==> src/rtl/keypad_multitap_if.sv <==
// Keypad encoder bus: key strobe/code in from the scanner, committed letters,
// live preview and control pulses out to the message/transmit logic.
interface keypad_multitap_if;
    logic       strobe;
    logic [7:0] cur_key;
    logic       ready;
    logic [7:0] data;
    logic [7:0] preview;
    logic       pending;
    logic [1:0] tap_count;
    logic       toggle_state;
    logic       game_end;
    logic       backspace;

    // Scanner / stimulus side
    modport master (
        output strobe, cur_key,
        input  ready, data, preview, pending, tap_count,
        input  toggle_state, game_end, backspace
    );

    // Encoder side
    modport slave (
        input  strobe, cur_key,
        output ready, data, preview, pending, tap_count,
        output toggle_state, game_end, backspace
    );
endinterface

==> src/rtl/keypad_multitap.sv <==
// Multi-tap keypad letter encoder. Repeated taps of one key cycle through its
// letter group; the pending letter is committed by *, #, a different letter
// key or an idle timeout. Every output comes straight from a flop.
module keypad_multitap #(
    parameter int TIMEOUT_CYCLES = 12_000_000,
    parameter int WRAP           = 1,
    parameter int LOWERCASE      = 0
) (
    input  logic               clk,
    input  logic               nRst,
    keypad_multitap_if.slave   kp
);
    localparam int         TIMER_W  = $clog2(TIMEOUT_CYCLES + 1);
    localparam logic [7:0] CASE_OFF = (LOWERCASE != 0) ? 8'd32 : 8'd0;
    localparam logic [TIMER_W-1:0] TIMER_LAST = TIMER_W'(TIMEOUT_CYCLES - 1);

    typedef enum logic {IDLE, PEND} state_t;

    state_t             state_q, state_d;
    logic [7:0]         key_q, key_d;
    logic [7:0]         base_q, base_d;
    logic [1:0]         last_q, last_d;
    logic [1:0]         tap_q, tap_d;
    logic [7:0]         preview_q, preview_d;
    logic [7:0]         data_q, data_d;
    logic               ready_q, ready_d;
    logic               toggle_q, toggle_d;
    logic               game_end_q, game_end_d;
    logic               backspace_q, backspace_d;
    logic [TIMER_W-1:0] timer_q, timer_d;

    // Key event decode; base is the uppercase first letter, last is group size - 1
    logic       ev_letter, ev_star, ev_clear, ev_hash, ev_end, ev_bksp;
    logic [7:0] new_base;
    logic [1:0] new_last;

    // Decode one-hot row/column code into a key event (only when strobed)
    always_comb begin
        ev_letter = 1'b0;
        ev_star   = 1'b0;
        ev_clear  = 1'b0;
        ev_hash   = 1'b0;
        ev_end    = 1'b0;
        ev_bksp   = 1'b0;
        new_base  = 8'h00;
        new_last  = 2'd2;
        if (kp.strobe) begin
            case (kp.cur_key)
                8'h84: begin ev_letter = 1'b1; new_base = 8'h41; end
                8'h82: begin ev_letter = 1'b1; new_base = 8'h44; end
                8'h48: begin ev_letter = 1'b1; new_base = 8'h47; end
                8'h44: begin ev_letter = 1'b1; new_base = 8'h4A; end
                8'h42: begin ev_letter = 1'b1; new_base = 8'h4D; end
                8'h28: begin ev_letter = 1'b1; new_base = 8'h50; new_last = 2'd3; end
                8'h24: begin ev_letter = 1'b1; new_base = 8'h54; end
                8'h22: begin ev_letter = 1'b1; new_base = 8'h57; new_last = 2'd3; end
                8'h18: ev_star  = 1'b1;
                8'h14: ev_clear = 1'b1;
                8'h12: ev_hash  = 1'b1;
                8'h21: ev_end   = 1'b1;
                8'h11: ev_bksp  = 1'b1;
                default: ;
            endcase
        end
    end

    // Next-state and registered-output logic
    always_comb begin
        state_d     = state_q;
        key_d       = key_q;
        base_d      = base_q;
        last_d      = last_q;
        tap_d       = tap_q;
        preview_d   = preview_q;
        data_d      = data_q;
        ready_d     = 1'b0;
        toggle_d    = 1'b0;
        game_end_d  = 1'b0;
        backspace_d = 1'b0;
        timer_d     = timer_q + TIMER_W'(1);

        if (ev_letter) begin
            if (state_q == PEND && kp.cur_key == key_q) begin
                if (tap_q == last_q)
                    tap_d = (WRAP != 0) ? 2'd0 : tap_q;
                else
                    tap_d = tap_q + 2'd1;
                preview_d = base_q + {6'd0, tap_d} + CASE_OFF;
            end else begin
                // A different letter key commits whatever was pending first
                if (state_q == PEND) begin
                    data_d  = preview_q;
                    ready_d = 1'b1;
                end
                key_d     = kp.cur_key;
                base_d    = new_base;
                last_d    = new_last;
                tap_d     = 2'd0;
                preview_d = new_base + CASE_OFF;
            end
            state_d = PEND;
            timer_d = '0;
        end else if (ev_star || ev_hash) begin
            if (state_q == PEND) begin
                data_d  = preview_q;
                ready_d = 1'b1;
            end
            toggle_d  = ev_hash;
            preview_d = 8'h00;
            tap_d     = 2'd0;
            state_d   = IDLE;
        end else if (ev_clear || ev_bksp) begin
            // Backspace on a pending letter only discards it; in IDLE it
            // asks downstream to delete the previous committed letter
            backspace_d = ev_bksp && (state_q == IDLE);
            preview_d   = 8'h00;
            tap_d       = 2'd0;
            state_d     = IDLE;
        end else if (ev_end) begin
            game_end_d = 1'b1;
            data_d     = 8'h00;
            preview_d  = 8'h00;
            tap_d      = 2'd0;
            state_d    = IDLE;
        end else if (state_q == PEND && timer_q == TIMER_LAST) begin
            data_d    = preview_q;
            ready_d   = 1'b1;
            preview_d = 8'h00;
            tap_d     = 2'd0;
            state_d   = IDLE;
        end

        if (state_d == IDLE)
            timer_d = '0;
    end

    // State and output registers
    always_ff @(posedge clk or negedge nRst) begin
        if (!nRst) begin
            state_q     <= IDLE;
            key_q       <= 8'h00;
            base_q      <= 8'h00;
            last_q      <= 2'd0;
            tap_q       <= 2'd0;
            preview_q   <= 8'h00;
            data_q      <= 8'h00;
            ready_q     <= 1'b0;
            toggle_q    <= 1'b0;
            game_end_q  <= 1'b0;
            backspace_q <= 1'b0;
            timer_q     <= '0;
        end else begin
            state_q     <= state_d;
            key_q       <= key_d;
            base_q      <= base_d;
            last_q      <= last_d;
            tap_q       <= tap_d;
            preview_q   <= preview_d;
            data_q      <= data_d;
            ready_q     <= ready_d;
            toggle_q    <= toggle_d;
            game_end_q  <= game_end_d;
            backspace_q <= backspace_d;
            timer_q     <= timer_d;
        end
    end

    assign kp.ready        = ready_q;
    assign kp.data         = data_q;
    assign kp.preview      = preview_q;
    assign kp.pending      = (state_q == PEND);
    assign kp.tap_count    = tap_q;
    assign kp.toggle_state = toggle_q;
    assign kp.game_end     = game_end_q;
    assign kp.backspace    = backspace_q;
endmodule

==> src/flat_wrapper.sv <==
// flat-port wrapper written by rule: the top's interface ports become plain ports
module keypad_multitap_flat 
#(
    parameter int TIMEOUT_CYCLES = 12_000_000,
    parameter int WRAP           = 1,
    parameter int LOWERCASE      = 0
)
  (clk, nRst, kp_strobe, kp_cur_key, kp_ready, kp_data, kp_preview, kp_pending, kp_tap_count, kp_toggle_state, kp_game_end, kp_backspace);
  keypad_multitap_if kp_i ();
  input  logic clk;
  input  logic nRst;
  input wire logic [$bits(kp_i.strobe)-1:0] kp_strobe;
  input wire logic [$bits(kp_i.cur_key)-1:0] kp_cur_key;
  output wire logic [$bits(kp_i.ready)-1:0] kp_ready;
  output wire logic [$bits(kp_i.data)-1:0] kp_data;
  output wire logic [$bits(kp_i.preview)-1:0] kp_preview;
  output wire logic [$bits(kp_i.pending)-1:0] kp_pending;
  output wire logic [$bits(kp_i.tap_count)-1:0] kp_tap_count;
  output wire logic [$bits(kp_i.toggle_state)-1:0] kp_toggle_state;
  output wire logic [$bits(kp_i.game_end)-1:0] kp_game_end;
  output wire logic [$bits(kp_i.backspace)-1:0] kp_backspace;
  assign kp_i.strobe = kp_strobe;
  assign kp_i.cur_key = kp_cur_key;
  assign kp_ready = kp_i.ready;
  assign kp_data = kp_i.data;
  assign kp_preview = kp_i.preview;
  assign kp_pending = kp_i.pending;
  assign kp_tap_count = kp_i.tap_count;
  assign kp_toggle_state = kp_i.toggle_state;
  assign kp_game_end = kp_i.game_end;
  assign kp_backspace = kp_i.backspace;
  keypad_multitap #(.TIMEOUT_CYCLES(TIMEOUT_CYCLES), .WRAP(WRAP), .LOWERCASE(LOWERCASE)) u_core (.clk(clk), .nRst(nRst), .kp(kp_i));
endmodule
==> config.mk <==
export PLATFORM = sky130hd
export DESIGN_NAME = keypad_multitap_flat
export DESIGN_NICKNAME = d
export VERILOG_FILES = /design/src/rtl/keypad_multitap_if.sv /design/src/rtl/keypad_multitap.sv /design/src/flat_wrapper.sv
export SDC_FILE = /design/constraint.sdc
export NUM_CORES = 1
export LEC_CHECK = 0
export CAP_MARGIN = 20
export CORE_MARGIN = 4
export CORE_UTILIZATION = 38
export DETAILED_ROUTE_END_ITERATION = 10
export GPL_TIMING_DRIVEN = 0
export PLACE_DENSITY = 0.63
export SLEW_MARGIN = 0
export SYNTH_ARGS = -nofsm -noshare
export SYNTH_HDL_FRONTEND = slang
export SYNTH_SLANG_ARGS = --single-unit
==> constraint.sdc <==
create_clock -name clk -period 2.5 [get_ports clk]
set_clock_uncertainty 0.05 [all_clocks]
set_input_delay 0.25 -clock clk [delete_from_list [all_inputs] [get_ports clk]]
set_output_delay 0.25 -clock clk [all_outputs]
set_load 0.02 [all_outputs]
==> metrics.md <==
| Metric | Value |
|---|---|
| Critical Path Stages | 6 |
| Fin. Hold Viols | 0 |
| EDFF count, synth | 0 |
| CP max stage cell | or4b_1 |
| Reg clk slew, reported paths | approximately 0.08 ns |
| Fin cells | 480 |
| DR vias | around 2,500 |
| Ant diodes | 0 |
| Ys Warns | 0 |
| CP Max Fanout | 8 |
| CTS tree | built |
| Syn Inst Count | ~330 |
| Max IR drop VDD | about 320 µV |
| CTS sink count | 62 |
| Worst path buffer plus inverter count | 0 |
| R2r setup slk | 0.08 ns |
| Initial DRC count | approximately 100 |
| First-pass GRT wire length | approximately 12,000 µm |
| Num CTS Buffers | 9 |
| Post-route minimum period | ~2.4 ns |
| Max Slew Vio Count | 0 |
| Cell Pwr Density | about 600 nW/µm² |
| Post-synth cell types | 54 |
| GPL Wtd Cong | 0.830 |
| Post-synth top area share | around 47% |
| R2R depth | 6 |
| Cell family with most CP delay | simple AND/OR/NAND/NOR gates |
| Clock Root Buffer | clkbuf_8 |
| First-pass DRT Iterations | 4 |
| Fmax | slightly above 400 MHz |
| Period utilization | a little over nine tenths |
| Grt total ovfl | 0 |
| Layout cells sized above 1 | between 10% and 20% |
| Syn Nets | 342 |
| Die Width | around 100 µm |
| Initial antenna violation count | 0 |
| Outcome | finished, final reports clean |
| Port buffer count | 30 |
| FP Rows | 33 |
| Worst setup EP type | register |
| Req. time, crit path | roughly 2.7 ns |
| Post-Synth Simple-Gate Area | 23.3% |
| Mapped Area | ~3300 µm² |
| Avg Cell Area, Syn | a little over 10 µm² |
| Yosys reg bits | between 60 and 70 |
| Class of the worst hold path | input port to register |
| CP startpoint kind | register |
| Ys async rst share | 100% |
| Hold Path Cell Cnt | 2 |
| Worst hold slack | ~0.25 ns |
| Hpwl dp | 5060 µm |
| Level count of the clock H-tree | 3 |
| Nets | 385 |
| Count leader, synth | dfrtp_1 |
| Die Area | between 10,000 and 15,000 µm² |
| Worst-Margin Slew | between 0.7 and 0.8 ns |
| GRT Total Usage | between 10% and 20% |
| Sequential share of the synthesized area | a little under half |
| Mux contribution to synthesized area | 3.34% |
| Slew headroom | between 40% and 50% |
| I/O Pins | 34 |
| Dominant synthesized flop cell | dfrtp_1 |
| Kind of critical path | register to register |
| WL final | 6980 µm |
| Clock tree buffer depth | 2 |
| Initial core utilization | between 30% and 40% |
| Largest net degree at the start of global routing | between 60 and 70 |
| Clk_lat worst skew | about 0.35 ns |
| Ranking of synthesized cells by area | dfrtp_1 47%, xnor2_1 6.9%, nor2_1 5.6% |
| Pleak | ~0.0017 µW |
| DRC viols | 0 |
| Placeable Area | roughly 8300 µm² |
| Setup TNS | 0 ns |
| MaxCap Viol Count | 0 |
| CP peak stage delay | 0.55 ns |
| Compound-cell area share of the yosys netlist | between 10% and 20% |
| Vias in the first global route | 2,455 |
| Main combinational cell family by area after synthesis | simple AND/OR/NAND/NOR gates |
| Antenna-violating nets left | 0 |
| Vias per cell | about 5 |
| DR WL/cell | 14.5 µm |
| Dpl cells | about 460 |
| Post-synth top cells | 62 x dfrtp_1, 49 x nor2_1, 26 x xnor2_1 |
| Vert. Die Dim | 101 µm |
| Cell taking the most area after synthesis | dfrtp_1 |
| XOR/XNOR Fraction of Synth Area | between 10% and 20% |
| Final Setup Violations | 0 |
| Worst EP arrival | about 2.6 ns |
| Total power draw | ~2400 µW |
| Area grow syn2layout | 20.0% |
| CP Cell Sequence | or4b_1, nor4_2, and4_1, o21a_1, nand2_2, a32o_1 |
| Adder-Cell Fraction of Synth Area | 1.75% |
## what timing repair did
item,in CTS,in global routing
hold buffers,1,0
buffers inserted,0,1
endpoints found under the hold margin,62,0
endpoints found under the setup margin,0,23
resized for setup,0,7
## kinds of logic (layout without fill, tap and decap cells)
family	count (synthesis)	count (layout)
mux	10	10
buf+inv	24	72
compound gates	45	45
simple gates	142	142
xor+xnor	39	39
fa+ha+maj	4	4
other cells	1	1
flops	62	62
## per-stage QoR
stage          utilization [%]  setup slack (ns)  cell area, µm²
2_1_floorplan                -             0.391            3290
3_3_place_gp              44.7            -0.939            3720
3_5_place_dp              44.6            -0.317            3720
4_1_cts                   46.8            0.0210            3910
5_1_grt                   47.4         -0.000153            3950
6_report                  47.4            0.0836            3950
## sequential cells by signal, indices dropped and copies added (netlist names)
| signal | count |
|---|---|
| u_core.kp.game_end | 1 |
| u_core.kp.tap_count | 2 |
| u_core.kp.ready | 1 |
| u_core.timer_q | 24 |
| u_core.kp.pending | 1 |
| u_core.last_q | 2 |
| u_core.kp.preview | 7 |
| u_core.key_q | 8 |
| u_core.kp.backspace | 1 |
| u_core.kp.toggle_state | 1 |
| u_core.kp.data | 8 |
| u_core.base_q | 6 |
## routing by layer
layer / global-route usage [%] / vias to the layer above / part of all wire, %
li1: - / 1223 / -
met1: 18.5 / 1185 / 45
met5: 0 / - / 0
met2: 25.2 / 41 / 50
met3: 3.74 / 10 / 3.3
met4: 3.99 / 0 / 1.2
## cell type report
cell class / instances / area [µm²]
clock inverter: 7 / 48.8
clock buffer: 9 / 124
multi-input combinational: 241 / 1640
timing repair buffer: 32 / 328
fill: 793 / 4390
buffer: 15 / 97.6
sequential: 62 / 1550
inverter: 9 / 33.8
tap: 105 / 131
## worst register-to-register path: cells and delay by family, from the launching register on
family	cells	cell delay, ns
flops	1	0.43
simple gates	4	1.33
compound gates	2	0.49
## placed cells by master, fill, tap and decap left out, types with 4 or more instances in the layout
master and count:
clkbuf_8 9, buf_2 6, nand2_1 24, and3_1 8, nor2_1 49, or4b_1 5, xor2_1 13, dfrtp_1 62
a32o_1 7, mux2_2 8, o21ai_0 9, nor2b_1 5, inv_1 9, clkdlybuf4s50_1 29, nand4_1 5, nand3_1 13
buf_4 6, xnor2_1 26, a21oi_1 8, a22o_1 5, nor3_1 4
## final timing paths
check                                             start                             to
max                        u_core.timer_q[10]$_DFF_PN0_  u_core.kp.data[3]$_DFFE_PN0P_
min                                       kp_cur_key[7]    u_core.key_q[7]$_DFFE_PN0P_
max reg2reg                u_core.timer_q[10]$_DFF_PN0_  u_core.kp.data[3]$_DFFE_PN0P_
min reg2reg                u_core.base_q[6]$_DFFE_PN0P_   u_core.base_q[6]$_DFFE_PN0P_
max in group asynchronous                          nRst   u_core.base_q[1]$_DFFE_PN0P_
min in group asynchronous                          nRst   u_core.timer_q[18]$_DFF_PN0_
## power by group
group	internal (µW)	total [µW]	switching, µW
registers	1100	1180	78.5
logic	191	405	215
clock network	360	789	429
Power figures use the tool's default switching activity.
